## config.mk

```make
export PLATFORM = sky130hd
export DESIGN_NAME = operand_fetch
export DESIGN_NICKNAME = d
export VERILOG_FILES = /design/src/rtl/operand_fetch_pkg.sv /design/src/rtl/operand_fetch_bypass.sv /design/src/rtl/operand_fetch.sv
export SDC_FILE = /design/constraint.sdc
export NUM_CORES = 1
export LEC_CHECK = 0
export CAP_MARGIN = 20
export CORE_MARGIN = 2
export CORE_UTILIZATION = 38
export DETAILED_ROUTE_END_ITERATION = 10
export GPL_ROUTABILITY_DRIVEN = 0
export PLACE_DENSITY = 0.85
export SLEW_MARGIN = 20
export SYNTH_ARGS = -nofsm -noshare
export SYNTH_HDL_FRONTEND = slang
export SYNTH_SLANG_ARGS = --single-unit
```

## constraint.sdc

```tcl
create_clock -name clk -period 3.9 [get_ports clk]
set_clock_uncertainty 0.05 [all_clocks]
set_input_delay 0.39 -clock clk [delete_from_list [all_inputs] [get_ports clk]]
set_output_delay 0.39 -clock clk [all_outputs]
set_load 0.03 [all_outputs]
```

## src/rtl/operand_fetch_pkg.sv

```systemverilog
// operand_fetch_pkg: shared field positions and widths for the operand-fetch stage.
package operand_fetch_pkg;
    localparam int REG_ADDR_W  = 5;
    localparam int DEF_XLEN    = 32;
    localparam int DEF_RS1_LSB = 15;
    localparam int DEF_RS2_LSB = 20;
endpackage

```

## src/rtl/operand_fetch_bypass.sv

```systemverilog
// operand_bypass: per-operand override of stale register-file read data by snooped writes.
module operand_bypass
    import operand_fetch_pkg::*;
#(
    parameter int XLEN = DEF_XLEN
) (
    input  logic                  clk,
    input  logic                  reset,
    input  logic                  accept_i,
    input  logic [REG_ADDR_W-1:0] rs_new_i,
    input  logic [REG_ADDR_W-1:0] rs_held_i,
    input  logic                  wb_we_i,
    input  logic [REG_ADDR_W-1:0] wb_wa_i,
    input  logic [XLEN-1:0]       wb_din_i,
    input  logic [XLEN-1:0]       rf_dout_i,
    output logic [XLEN-1:0]       val_o
);
    logic                  fwd_v_q, fwd_v_d;
    logic [XLEN-1:0]       fwd_d_q, fwd_d_d;
    logic [REG_ADDR_W-1:0] tgt;
    logic                  hit;

    // On accept the override is reloaded so a write landing with the read wins over the pre-write RF data.
    always_comb begin
        tgt     = accept_i ? rs_new_i : rs_held_i;
        hit     = wb_we_i && (wb_wa_i != '0) && (wb_wa_i == tgt);
        fwd_v_d = accept_i ? hit : (hit | fwd_v_q);
        fwd_d_d = (accept_i | hit) ? wb_din_i : fwd_d_q;
    end

    always_ff @(posedge clk) begin
        if (reset) begin
            fwd_v_q <= 1'b1;
            fwd_d_q <= '0;
        end else begin
            fwd_v_q <= fwd_v_d;
            fwd_d_q <= fwd_d_d;
        end
    end

    assign val_o = fwd_v_q ? fwd_d_q : rf_dout_i;
endmodule

```

## src/rtl/operand_fetch.sv

```systemverilog
// operand_fetch: issues register-file reads for accepted instructions and presents instruction plus operands downstream.
module operand_fetch
    import operand_fetch_pkg::*;
#(
    parameter int XLEN    = DEF_XLEN,
    parameter int RS1_LSB = DEF_RS1_LSB,
    parameter int RS2_LSB = DEF_RS2_LSB
) (
    input  logic                  clk,
    input  logic                  reset,
    input  logic                  in_valid,
    output logic                  in_ready,
    input  logic [XLEN-1:0]       in_instr,
    output logic [REG_ADDR_W-1:0] rf_ra1,
    output logic [REG_ADDR_W-1:0] rf_ra2,
    output logic                  rf_re1,
    output logic                  rf_re2,
    input  logic [XLEN-1:0]       rf_dout1,
    input  logic [XLEN-1:0]       rf_dout2,
    input  logic                  wb_we,
    input  logic [REG_ADDR_W-1:0] wb_wa,
    input  logic [XLEN-1:0]       wb_din,
    output logic                  out_valid,
    input  logic                  out_ready,
    output logic [XLEN-1:0]       out_instr,
    output logic [XLEN-1:0]       out_rs1_val,
    output logic [XLEN-1:0]       out_rs2_val
);
    logic            out_valid_q, out_valid_d;
    logic [XLEN-1:0] out_instr_q, out_instr_d;
    logic            accept;

    always_comb begin
        in_ready    = !reset && (!out_valid_q || out_ready);
        accept      = in_valid && in_ready;
        out_valid_d = accept ? 1'b1 : (out_ready ? 1'b0 : out_valid_q);
        out_instr_d = accept ? in_instr : out_instr_q;
    end

    always_ff @(posedge clk) begin
        if (reset) begin
            out_valid_q <= 1'b0;
            out_instr_q <= '0;
        end else begin
            out_valid_q <= out_valid_d;
            out_instr_q <= out_instr_d;
        end
    end

    assign rf_ra1    = in_instr[RS1_LSB +: REG_ADDR_W];
    assign rf_ra2    = in_instr[RS2_LSB +: REG_ADDR_W];
    assign rf_re1    = accept;
    assign rf_re2    = accept;
    assign out_valid = out_valid_q;
    assign out_instr = out_instr_q;

    operand_bypass #(.XLEN(XLEN)) u_byp1 (
        .clk       (clk),
        .reset     (reset),
        .accept_i  (accept),
        .rs_new_i  (in_instr[RS1_LSB +: REG_ADDR_W]),
        .rs_held_i (out_instr_q[RS1_LSB +: REG_ADDR_W]),
        .wb_we_i   (wb_we),
        .wb_wa_i   (wb_wa),
        .wb_din_i  (wb_din),
        .rf_dout_i (rf_dout1),
        .val_o     (out_rs1_val)
    );

    operand_bypass #(.XLEN(XLEN)) u_byp2 (
        .clk       (clk),
        .reset     (reset),
        .accept_i  (accept),
        .rs_new_i  (in_instr[RS2_LSB +: REG_ADDR_W]),
        .rs_held_i (out_instr_q[RS2_LSB +: REG_ADDR_W]),
        .wb_we_i   (wb_we),
        .wb_wa_i   (wb_wa),
        .wb_din_i  (wb_din),
        .rf_dout_i (rf_dout2),
        .val_o     (out_rs2_val)
    );
endmodule

```

-- Yosys cells after proc, flatten, opt, wreduce, memory -nomap -nowiden
Cells that the tools add are included.
- input port bits: 138
- flip-flop bits (word level): 99
- output and inout bits: 110
- reductions and logical operators: 10
- bitwise logic cells: 4
- equal/unequal tests: 2
- muxes and demuxes: 8
- operators by type and width (kind ; count):
    $mux 32 ; 2
    $eq 5x5->1 ; 2
    $mux 5 ; 2
    $logic_and 1x1->1 ; 5
    $reduce_bool 5->1 ; 1
    $mux 1 ; 4
    $or 1x1->1 ; 4
    $logic_not 1->1 ; 2
    $reduce_bool 2->1 ; 1
    $logic_or 1x1->1 ; 1

-- Logic depth before layout (Yosys ltp)
Gate-level depths: netlist (run 1).
- word-level depth: 9
- mapped depth: 9
- gate-level depth less buffers: 7

-- Modules after synthesis
From an unflattened synthesis (run 1), not the netlist that was laid out.
- cells, all modules: 543
- area total of the unflattened synthesis: 5599.1 µm²
- by module, submodules not included (module ; area each (µm²) ; times used ; sequential area each (µm²) ; cells an instance):
    operand_bypass ; 1998.2 ; 2 ; 660.6 ; 193
    operand_fetch ; 1602.8 ; 1 ; 660.6 ; 157

-- Least setup slack after synthesis (run 1)
Ideal clock, no wire load.
- path kind: register -> output
- start: reg out_valid_q, in the netlist out_valid
- end: out rf_re2
- path slack: 1.812 ns
- cell stages (with the launch flop): 6
- path buffers: 2
- data arrival time: 1.648 ns
- cells stage by stage: dfxtp_1 nand2b_4 nand3_2 inv_2 clkbuf_1 buf_4
- longest elaborated chain between the ends: 4
- ends and longest elaborated chain (item ; line ; source):
    from (decl) ; operand_fetch.sv:29 ; logic out_valid_q, out_valid_d;
    from (signal assigned) ; operand_fetch.sv:45 ; out_valid_q <= out_valid_d;
    $logic_not 1->1 ; operand_fetch.sv:34 ; in_ready = !reset && (!out_valid_q || out_ready);
    $logic_or 1x1->1 ; operand_fetch.sv:34 ;
    $logic_and 1x1->1 ; operand_fetch.sv:34 ;
    $logic_and 1x1->1 ; operand_fetch.sv:35 ; accept = in_valid && in_ready;
    to (decl) ; operand_fetch.sv:17 ; output logic rf_re2,
Every way passes these cells.

-- Worst setup path after layout (run 1)
- start: in out_ready
- end: reg u_byp2.fwd_d_q[24]
- longest elaborated chain between the ends: 7
- ends and longest elaborated chain (item ; line ; source):
    from (decl) ; operand_fetch.sv:24 ; input logic out_ready,
    $logic_or 1x1->1 * ; operand_fetch.sv:34 ;
    $logic_and 1x1->1 * ; operand_fetch.sv:34 ;
    $logic_and 1x1->1 * ; operand_fetch.sv:35 ;
    $mux 5 ; operand_fetch_bypass.sv:25 ; tgt = accept_i ? rs_new_i : rs_held_i;
    $eq 5x5->1 ; operand_fetch_bypass.sv:26 ; hit = wb_we_i && (wb_wa_i != '0) && (wb_wa_i == tgt);
    $logic_and 1x1->1 ; operand_fetch_bypass.sv:26 ;
    $or 1x1->1 * ; operand_fetch_bypass.sv:28 ; fwd_d_d = (accept_i | hit) ? wb_din_i : fwd_d_q;
    to (signal assigned) ; operand_fetch_bypass.sv:37 ; fwd_d_q <= fwd_d_d;
    to (decl) ; operand_fetch_bypass.sv:19 ; logic [XLEN-1:0] fwd_d_q, fwd_d_d;
Every way passes the cells marked *; elsewhere a longest branch is shown, timed or not.
A chain may end at the register's enable or synchronous reset.

==> out/results.txt, run 1 <==
Worst Tran Pin Value -> 0.938 ns
num ports -> 248
Leak -> 3.07 nW
Starting Density -> 38.7%
CP max-delay cell -> o2111ai_4
Hold-fix buffers, CTS -> 0
CTS resizes -> 0
first-pass GRT wire length -> 25.1 mm
CP max stage delay -> 0.47 ns
RSZ-0062 raised after global routing -> no
Max Cap Viol -> 0
Clock Tree Buf Depth -> 2
Final Total Pwr -> 2.87 mW
Worst-path clk slew -> 0.07 ns
Ant. Diodes -> 0
Fmax achieved -> 0.345 GHz
synthesized cell area -> 5110 um2
Die X -> 120 um
Avg Cell Area, Syn -> 8.95 um2
clock latency on the worst-skew pair -> 0.35 ns
Min Clock Period, post-route -> 2.90 ns
Setup CP Type -> in2reg
CTS tree -> yes
post-synth top area cell -> dfxtp_1
M1 wire length -> 6.63 mm
DP Wirelength -> 11.3 mm
Synth Warn # -> 0
met2 wire length -> 7.60 mm
Syn Nets -> 709
Clock Tree Root -> clkbuf_16
HP Class -> reg2reg
crit-path max FO -> 36
post-CTS setup buffers -> 0
DR DRC count -> 0
Routed WL -> 15.9 mm
vias in the first global route -> 5043
outcome -> complete, no violations
CTS buffer count -> 9
Hold Fails Final Rpt -> 0
relative slew slack -> 37.5%
Worst Path Arrival -> 3.07 ns
layout cell share with drive strength beyond 1 -> 13.8%
GRT Total Usage -> 21.8%
total die area -> 14400 um2
DR vias -> 5181
Final ANT Viol Nets -> 0
Mapped Cells -> 571
synth unique cells -> 41
Seq cells post-synth -> 99
final setup TNS -> 0 ns
share of Yosys cell area claimed by the top area cell type -> 38.8%
CP bufs+invs -> 3
GRT overflow -> 0
crit share post-route -> 74.3%
most frequent CP cell -> buf_4
cell family with most CP delay -> buffers and inverters
Core Footprint -> 13200 um2
synth-to-layout area growth -> 53.3%
IO buf count -> 247
cell chain of the critical path -> clkdlybuf4s50_1 -> nand2b_4 -> nand3_2 -> buf_4 -> a22o_1 -> o2111ai_4 -> buf_4 -> nand3_1 -> o221ai_1
type of origin of the critical path -> input pin
Slew Limit Fails -> 0
register area share after synthesis -> 38.8%
Layout Nets -> 911
VDD IR max -> 0.353 mV
row count -> 42
Crit path required time -> 4.07 ns
first-pass detailed-route iteration total -> 8
Die Y -> 120 um
drt wl/cell -> 16.7 um
WL met3 -> 1.39 mm
Top Layer Used -> met4
Critical Path Sink Type -> flip-flop
H-Tree Level Count -> 3
DR vias/cell -> 5.44
Synth area leaders -> dfxtp_1 39%, mux2_2 14%, nand2_1 6.5%
initial antenna violation count -> 0
largest net degree at the start of global routing -> 56
drt initial violations -> 416
# clock sinks -> 99
Final setup viols -> 0
cell area power density -> 367 nW/um2
==> area by class of cell <==
class / count / area (um2)
Fill cell: 1137 / 5360
Multi-Input combinational cell: 396 / 2760
Timing Repair Buffer: 258 / 2540
Sequential cell: 99 / 1980
Clock buffer: 9 / 225
Tap cell: 176 / 220
Clock inverter: 6 / 67.6
Inverter: 9 / 33.8
==> path summary, 6_finish.rpt <==
kind           startpoint                  to  slack, ns  cells after the start
min reg2reg  out_instr[4]        out_instr[4]       0.40                      2
max             out_ready  u_byp2.fwd_d_q[24]       1.00                      9
min          out_instr[4]        out_instr[4]       0.40                      2
max reg2reg     out_valid  u_byp2.fwd_d_q[24]       1.15                      8
==> flip-flops by register name, summed over array words and instances (netlist names) <==
signal          count
u_byp2.fwd_v_q      1
u_byp1.fwd_v_q      1
out_instr          32
u_byp2.fwd_d_q     32
out_valid           1
u_byp1.fwd_d_q     32
==> cell usage in the layout, fill, tap and decap left out, types with 2 or more instances in the layout <==
cell type / instances
and3_1: 32
o21ai_0: 2
nor2_1: 8
a211o_2: 2
o2bb2ai_1: 2
a21oi_1: 42
o221ai_1: 32
nor3_1: 4
a31oi_1: 2
nand3_1: 54
xnor2_1: 4
dfxtp_2: 2
mux2_2: 64
clkdlybuf4s50_1: 244
xor2_1: 3
a222oi_1: 3
a32o_1: 32
nand2_1: 88
dfxtp_1: 97
clkbuf_16: 9
mux2i_1: 2
nor2b_1: 3
inv_2: 3
clkinvlp_4: 5
buf_4: 13
inv_1: 6
==> logic make-up (layout without fill, tap and decap cells) <==
kind of cell / Yosys count / in the layout / synth area share [%]
XOR/XNOR: 7 / 7 / 1.20
buffers and inverters: 76 / 282 / 7.81
flip-flops: 99 / 99 / 38.8
AND/OR/NAND/NOR: 196 / 196 / 18.1
AO/OA/AOI/OAI: 127 / 127 / 19.5
multiplexers: 66 / 66 / 14.5
==> metrics by stage <==
step	instance area, um2	setup slack (ns)	cells	hold WS, ns	util [%]
after global routing	7830	0.773	953	0.427	59.4
after detailed placement	7540	0.661	938	0.395	57.1
after CTS	7830	1.01	953	0.405	59.4
final	7830	1.00	953	0.402	59.4
after floorplan	5110	1.81	571	0.386	-
after global placement	7540	0.737	938	0.390	57.1
==> routing by layer <==
layer | track usage [%] | vias up
met5 | 0 | -
met4 | 8.16 | 0
met3 | 5.75 | 18
met2 | 36.9 | 240
met1 | 26.4 | 2419
li1 | - | 2504
==> Yosys cell counts, drive strengths merged <==
library cell / n
a2111oi: 1
a211o: 3
a21oi: 43
a222oi: 3
a22o: 1
a31oi: 2
a32o: 32
and3: 32
buf: 28
clkbuf: 39
dfxtp: 99
inv: 9
mux2: 64
mux2i: 2
nand2: 88
nand2b: 2
nand3: 55
nor2: 8
nor2b: 4
nor3: 4
nor3b: 1
nor4: 1
o2111ai: 1
o21a: 2
o21ai: 4
o221ai: 32
o2bb2ai: 2
o31ai: 1
or4: 1
xnor2: 4
xor2: 3
==> worst register-to-register path: stages, from the launching register on <==
cell,delay [ns]
dfxtp_1,0.39
nand2b_4,0.09
nand3_2,0.36
buf_4,0.38
a22o_1,0.24
o2111ai_4,0.47
buf_4,0.42
nand3_1,0.10
o221ai_1,0.11
==> report_power, final <==
group	switching, mW	internal [mW]
logic	0.424	0.422
clock network	0.399	0.493
registers	0.0659	1.07
total	0.889	1.99
Power figures use the tool's default switching activity.
==> run 2, diff against run 1 <==
- clock period: 3.9 -> 2.78 ns (I/O delays scaled with it)
==> run 2 against run 1 <==
  * Final area rose by 1.4%
  * Clock power rose by 41%
  * Hold slack got worse by 0.0015 ns
  * Power rose by 42%
  * Register-to-register slack got worse by 0.50 ns
  * Largest power group unchanged
  * Via count rose by 0.97%
==> out/results.txt, run 2 (synthesized netlist as in run 1, its figures left out) <==
layout cell share with drive strength beyond 1 -> 14.7% (+0.97 points)
Layout Nets -> 921 (+1.1%)
CTS tree -> yes
CP max-delay cell -> clkdlybuf4s50_1
first-pass detailed-route iteration total -> 5 (-3)
largest net degree at the start of global routing -> 67 (+20%)
vias in the first global route -> 5129 (+1.7%)
CP bufs+invs -> 2 (-1)
Slew Limit Fails -> 0 (unchanged)
post-CTS setup buffers -> 0 (unchanged)
Max Cap Viol -> 0 (unchanged)
Final ANT Viol Nets -> 0 (unchanged)
H-Tree Level Count -> 3 (unchanged)
drt initial violations -> 311 (-25%)
placed insts -> 948 (+1.1%)
outcome -> complete, no violations
Hold-fix buffers, CTS -> 0 (unchanged)
Crit path required time -> 2.45 ns (-1.62 ns)
first-pass GRT wire length -> 25.6 mm (+2.0%)
hold_sp -> reset
final setup margin -> 0.410 ns (-0.593 ns)
CTS buffer count -> 9 (unchanged)
Core Footprint -> 13200 um2 (unchanged)
Worst Path Arrival -> 2.04 ns (-1.03 ns)
worst hold endpoint -> u_byp2.fwd_v_q
cell family with most CP delay -> buffers and inverters
crit share post-route -> 85.3%
CP max stage delay -> 0.60 ns (+0.13 ns)
type of origin of the critical path -> flip-flop
Min Clock Period, post-route -> 2.37 ns
most frequent cells in the layout -> 244 x clkdlybuf4s50_1, 97 x dfxtp_1, 88 x nand2_1
clock latency on the worst-skew pair -> 0.35 ns (about the same)
initial antenna violation count -> 0 (unchanged)
num ports -> 248 (unchanged)
DR DRC count -> 0 (unchanged)
Final setup viols -> 0 (unchanged)
synth-to-layout area growth -> 55.5%
Cell Area, Placed -> 7650 um2 (+1.5%)
reg2reg path depth -> 8 (unchanged)
CTS resizes -> 0 (unchanged)
cell chain of the critical path -> buf_4 -> mux2_2 -> clkdlybuf4s50_1
cell area power density -> 512 nW/um2 (+40%)
Die Y -> 120 um (unchanged)
Ant. Diodes -> 0 (unchanged)
Worst Tran Pin Value -> 0.618 ns (-0.320 ns)
VDD IR max -> 0.278 mV (-21%)
DP Wirelength -> 11.7 mm (+3.3%)
Reg-to-Reg End -> u_byp2.fwd_d_q[30]
reg2reg setup slack -> 0.65 ns (-0.50 ns)
HP Class -> in2reg
total die area -> 14400 um2 (unchanged)
IO buf count -> 247 (unchanged)
DR vias/cell -> 5.43 (about the same)
GRT overflow -> 0 (unchanged)
Clock Tree Root -> clkbuf_16
Routed WL -> 16.2 mm (+2.0%)
final setup TNS -> 0 ns (unchanged)
Leak -> 3.15 nW (+2.6%)
RSZ-0062 raised after global routing -> no
relative slew slack -> 58.8% (+21 points)
Worst-path clk slew -> 0.07 ns (about the same)
Setup CP Type -> reg2out
Clock Tree Buf Depth -> 2 (unchanged)
row count -> 42 (unchanged)
DR vias -> 5231 (+0.97%)
final instance area -> 7940 um2 (+1.4%)
Die X -> 120 um (unchanged)
# clock sinks -> 99 (unchanged)
Non-Filler Instances -> 963 (+1.0%)
crit-path max FO -> 12 (-67%)
Reg2Reg Launch Point -> out_valid
Critical Path Sink Type -> output pin
Hold Fails Final Rpt -> 0 (unchanged)
drt wl/cell -> 16.8 um (+0.96%)
Fmax achieved -> 0.422 GHz
commonest non-fill, non-tap cell in the layout -> clkdlybuf4s50_1
GRT Total Usage -> 22.3% (+0.50 points)
hold path cells -> 4 (+2)
Starting Density -> 38.7% (unchanged)
DP Worst Slack -> 0.155 ns (-0.506 ns)
## run 2: cell count changes in the layout (fill, tap and decap cells not counted), sizes merged
cell      change
buf          +10
clkbuf        +2
clkinv        +2
clkinvlp      -4
## run 2: layer usage
layer / wire length, um / part of all wire [%] / track usage, %
met1: 6720 / 41 / 26.2
met2: 7850 / 48 / 38.2
met3: 1360 / 8.4 / 6.51
met4: 266 / 1.6 / 8.46
met5: 0 / 0 / 0
## run 2: worst max path at each step
stage / end / start / cells after the start
finish: out_rs2_val[13] / u_byp2.fwd_v_q / 3
global route: rf_re1 / in_valid / 5
CTS: out_rs2_val[13] / u_byp2.fwd_v_q / 3
detailed placement: u_byp1.fwd_d_q[2] / out_ready / 8
global placement: u_byp1.fwd_d_q[13] / out_ready / 8
floorplan: u_byp1.fwd_d_q[10] / out_valid / 7
## run 2: tightest hold or removal path, cell delays in order
cell       delay (ns)
buf_2            0.10
inv_2            0.04
nand3_2          0.20
o2bb2ai_1        0.14
## run 2: cell type report
cell class,count,area (um2)
Fill cell,1119,5250
Clock buffer,11,243
Sequential cell,99,1980
Tap cell,176,220
Inverter,9,33.8
Multi-Input combinational cell,396,2750
Timing Repair Buffer,268,2660
Clock inverter,4,51.3
## run 2: stage by stage
| stage | hold WS (ns) | utilization [%] | total power [mW] |
|---|---|---|---|
| floorplan | 0.327 | - | 2.27 |
| global placement | 0.390 | 58.0 | 2.83 |
| detailed placement | 0.394 | 58.0 | 2.84 |
| CTS | 0.392 | 60.2 | 4.10 |
| global route | 0.427 | 60.2 | 4.24 |
| finish | 0.401 | 60.2 | 4.07 |
## run 2: power by group
group	internal (mW)	leakage, nW	switching (mW)
sequential	1.50	0.811	0.0616
combinational	0.612	2.20	0.632
clock	0.718	0.142	0.544
==> run 3, diff against run 2 <==
--- a/config.mk
+++ b/config.mk
@@ -8,3 +8,2 @@
 export CAP_MARGIN = 20
-export CORE_MARGIN = 2
 export CORE_UTILIZATION = 38
==> constraint.sdc (replaced) <==
create_clock -name clk -period 2.78 [get_ports clk]
set_clock_uncertainty 0.05 [all_clocks]
set_input_delay 0.556 -clock clk [delete_from_list [all_inputs] [get_ports clk]]
set_output_delay 0.556 -clock clk [all_outputs]
set_load 0.03 [all_outputs]
==> run 3 against run 2 <==
  * Core utilization increased by 2.0 points
  * Global-route usage rose by 0.68 points
  * Register-to-register slack better by 0.15 ns
==> out/results.txt, run 3 (synthesized netlist as in run 1, its figures left out) <==
Ant. Diodes -> 0 (unchanged)
Crit path required time -> 2.17 ns (-0.28 ns)
# fillers -> 1060 (-5.3%)
CTS buffer count -> 9 (unchanged)
Critical Path Sink Type -> output pin
crit-path max FO -> 21 (+9)
CTS resizes -> 0 (unchanged)
final setup TNS -> 0 ns (unchanged)
GRT Total Usage -> 23.0% (+0.68 points)
crit share post-route -> 91.6% (+6.4 points)
CTS tree -> yes
first-pass GRT wire length -> 26.3 mm (+2.6%)
relative slew slack -> 58.7% (-0.069 points)
Worst Tran Pin Value -> 0.617 ns (-0.000276 ns)
Worst Path Arrival -> 1.94 ns (-0.10 ns)
clock latency on the worst-skew pair -> 0.33 ns (-0.02 ns)
Hold Fails Final Rpt -> 0 (unchanged)
Slew Limit Fails -> 0 (unchanged)
DR DRC count -> 0 (unchanged)
Clock Tree Root -> clkbuf_16
Int Pwr -> 3.02 mW (+6.8%)
layout cell share with drive strength beyond 1 -> 15.2% (+0.43 points)
row count -> 41 (-2.4%)
Die X -> 118 um (-1.7%)
Non-Filler Instances -> 963 (unchanged)
initial antenna violation count -> 0 (unchanged)
commonest non-fill, non-tap cell in the layout -> clkdlybuf4s50_1
Clock Power Share -> 34.1% (+3.1 points)
DP Wirelength -> 11.5 mm (-2.2%)
drt wl/cell -> 16.7 um (-0.83%)
type of origin of the critical path -> flip-flop
cell area power density -> 532 nW/um2 (+3.9%)
Seq pwr share -> 36.5% (-1.9 points)
P_sw -> 1.24 mW (about the same)
Max Cap Viol -> 0 (unchanged)
total die area -> 13900 um2 (-3.3%)
combinational share of power -> 29.4% (-1.2 points)
RSZ-0062 raised after global routing -> no
post-CTS setup buffers -> 0 (unchanged)
DR vias -> 5239 (+0.15%)
Routed WL -> 16.1 mm (-0.83%)
num ports -> 248 (unchanged)
Core Footprint -> 12900 um2 (-2.4%)
Starting Density -> 39.7% (+0.94 points)
outcome -> complete, no violations
vias in the first global route -> 5134 (+0.097%)
multi-input logic area -> 2760 um2 (+0.18%)
H-Tree Level Count -> 3 (unchanged)
Setup CP Type -> reg2out
CP max-delay cell -> clkdlybuf4s50_1
Sw Ratio -> 29.1% (-1.4 points)
first-pass detailed-route iteration total -> 6 (+1)
Hold-fix buffers, CTS -> 0 (unchanged)
largest net degree at the start of global routing -> 67 (unchanged)
GRT overflow -> 0 (unchanged)
Fmax achieved -> 0.393 GHz (-6.9%)
Clock Tree Buf Depth -> 2 (unchanged)
placed insts -> 947 (-0.11%)
most frequent cells in the layout -> 244 x clkdlybuf4s50_1, 97 x dfxtp_1, 88 x nand2_1
Min Clock Period, post-route -> 2.55 ns (+0.177 ns)
Layout Nets -> 924 (+0.33%)
# clock sinks -> 99 (unchanged)
cell chain of the critical path -> buf_4 -> mux2_2 -> clkdlybuf4s50_1
synth-to-layout area growth -> 56.8%
DR vias/cell -> 5.44 (+0.15%)
drt initial violations -> 402 (+29%)
Leak -> 3.18 nW (+1.2%)
Die Y -> 118 um (-1.7%)
HP Class -> reg2reg
IO buf count -> 247 (unchanged)
Seq. cell area -> 1980 um2 (unchanged)
Final ANT Viol Nets -> 0 (unchanged)
VDD IR max -> 0.253 mV (-8.9%)
CP max stage delay -> 0.60 ns (about the same)
Final setup viols -> 0 (unchanged)
Worst-path clk slew -> 0.07 ns (about the same)
run 3: cell types whose count changed in the layout (fill, tap and decap cells not counted), sizes merged:
cell and delta:
clkinvlp -1, inv +1, buf +3, clkinv -1, bufinv +2
run 3: final timing paths:
kind | from | to | slack (ns) | depth (start not counted)
max reg2reg | out_valid | u_byp2.fwd_v_q | 0.80 | 8
max | u_byp1.fwd_v_q | out_rs1_val[11] | 0.23 | 3
min | out_instr[6] | out_instr[6] | 0.40 | 2
min reg2reg | out_instr[6] | out_instr[6] | 0.40 | 2
run 3: cell type report:
| cell class | count | share of cell area [%] |
|---|---|---|
| multi-input combinational | 396 | 34.4 |
| timing repair buffer | 271 | 33.3 |
| sequential | 99 | 24.8 |
| clock buffer | 11 | 3.03 |
| tap | 172 | 2.69 |
| clock inverter | 5 | 1.34 |
| inverter | 9 | 0.422 |
run 3: power groups by stage:
stage | clock network (mW) | logic (mW) | registers, mW
after floorplan | 0 | 0.636 | 1.63
after global placement | 0 | 1.24 | 1.58
after detailed placement | 0 | 1.26 | 1.58
after CTS | 1.47 | 1.26 | 1.55
after global routing | 1.55 | 1.32 | 1.56
final | 1.45 | 1.25 | 1.55
run 3: per-stage QoR:
stage	setup WS, ns	hold slack [ns]	util, %	total power [mW]	cell area, um2
4_1_cts	0.212	0.405	62.2	4.29	8000
3_5_place_dp	0.0335	0.394	59.4	2.84	7650
5_1_grt	0.172	0.424	62.2	4.43	8010
3_3_place_gp	0.0681	0.391	59.4	2.83	7650
2_1_floorplan	0.400	0.386	-	2.27	5110
6_report	0.233	0.401	62.2	4.26	8010
run 3: critical path: cells and delay by family, from the launching register on:
family                 cells  cell delay, ns
buffers and inverters      2            0.90
multiplexers               1            0.38
flip-flops                 1            0.32
run 3: per-layer routing:
| layer | track usage, % | vias to the layer above | wire (um) |
|---|---|---|---|
| met1 | 28.8 | 2493 | 6920 |
| met3 | 3.78 | 24 | 794 |
| met4 | 7.77 | 0 | 306 |
| met2 | 39.7 | 197 | 8040 |
| met5 | 0 | - | 0 |
| li1 | - | 2525 | - |
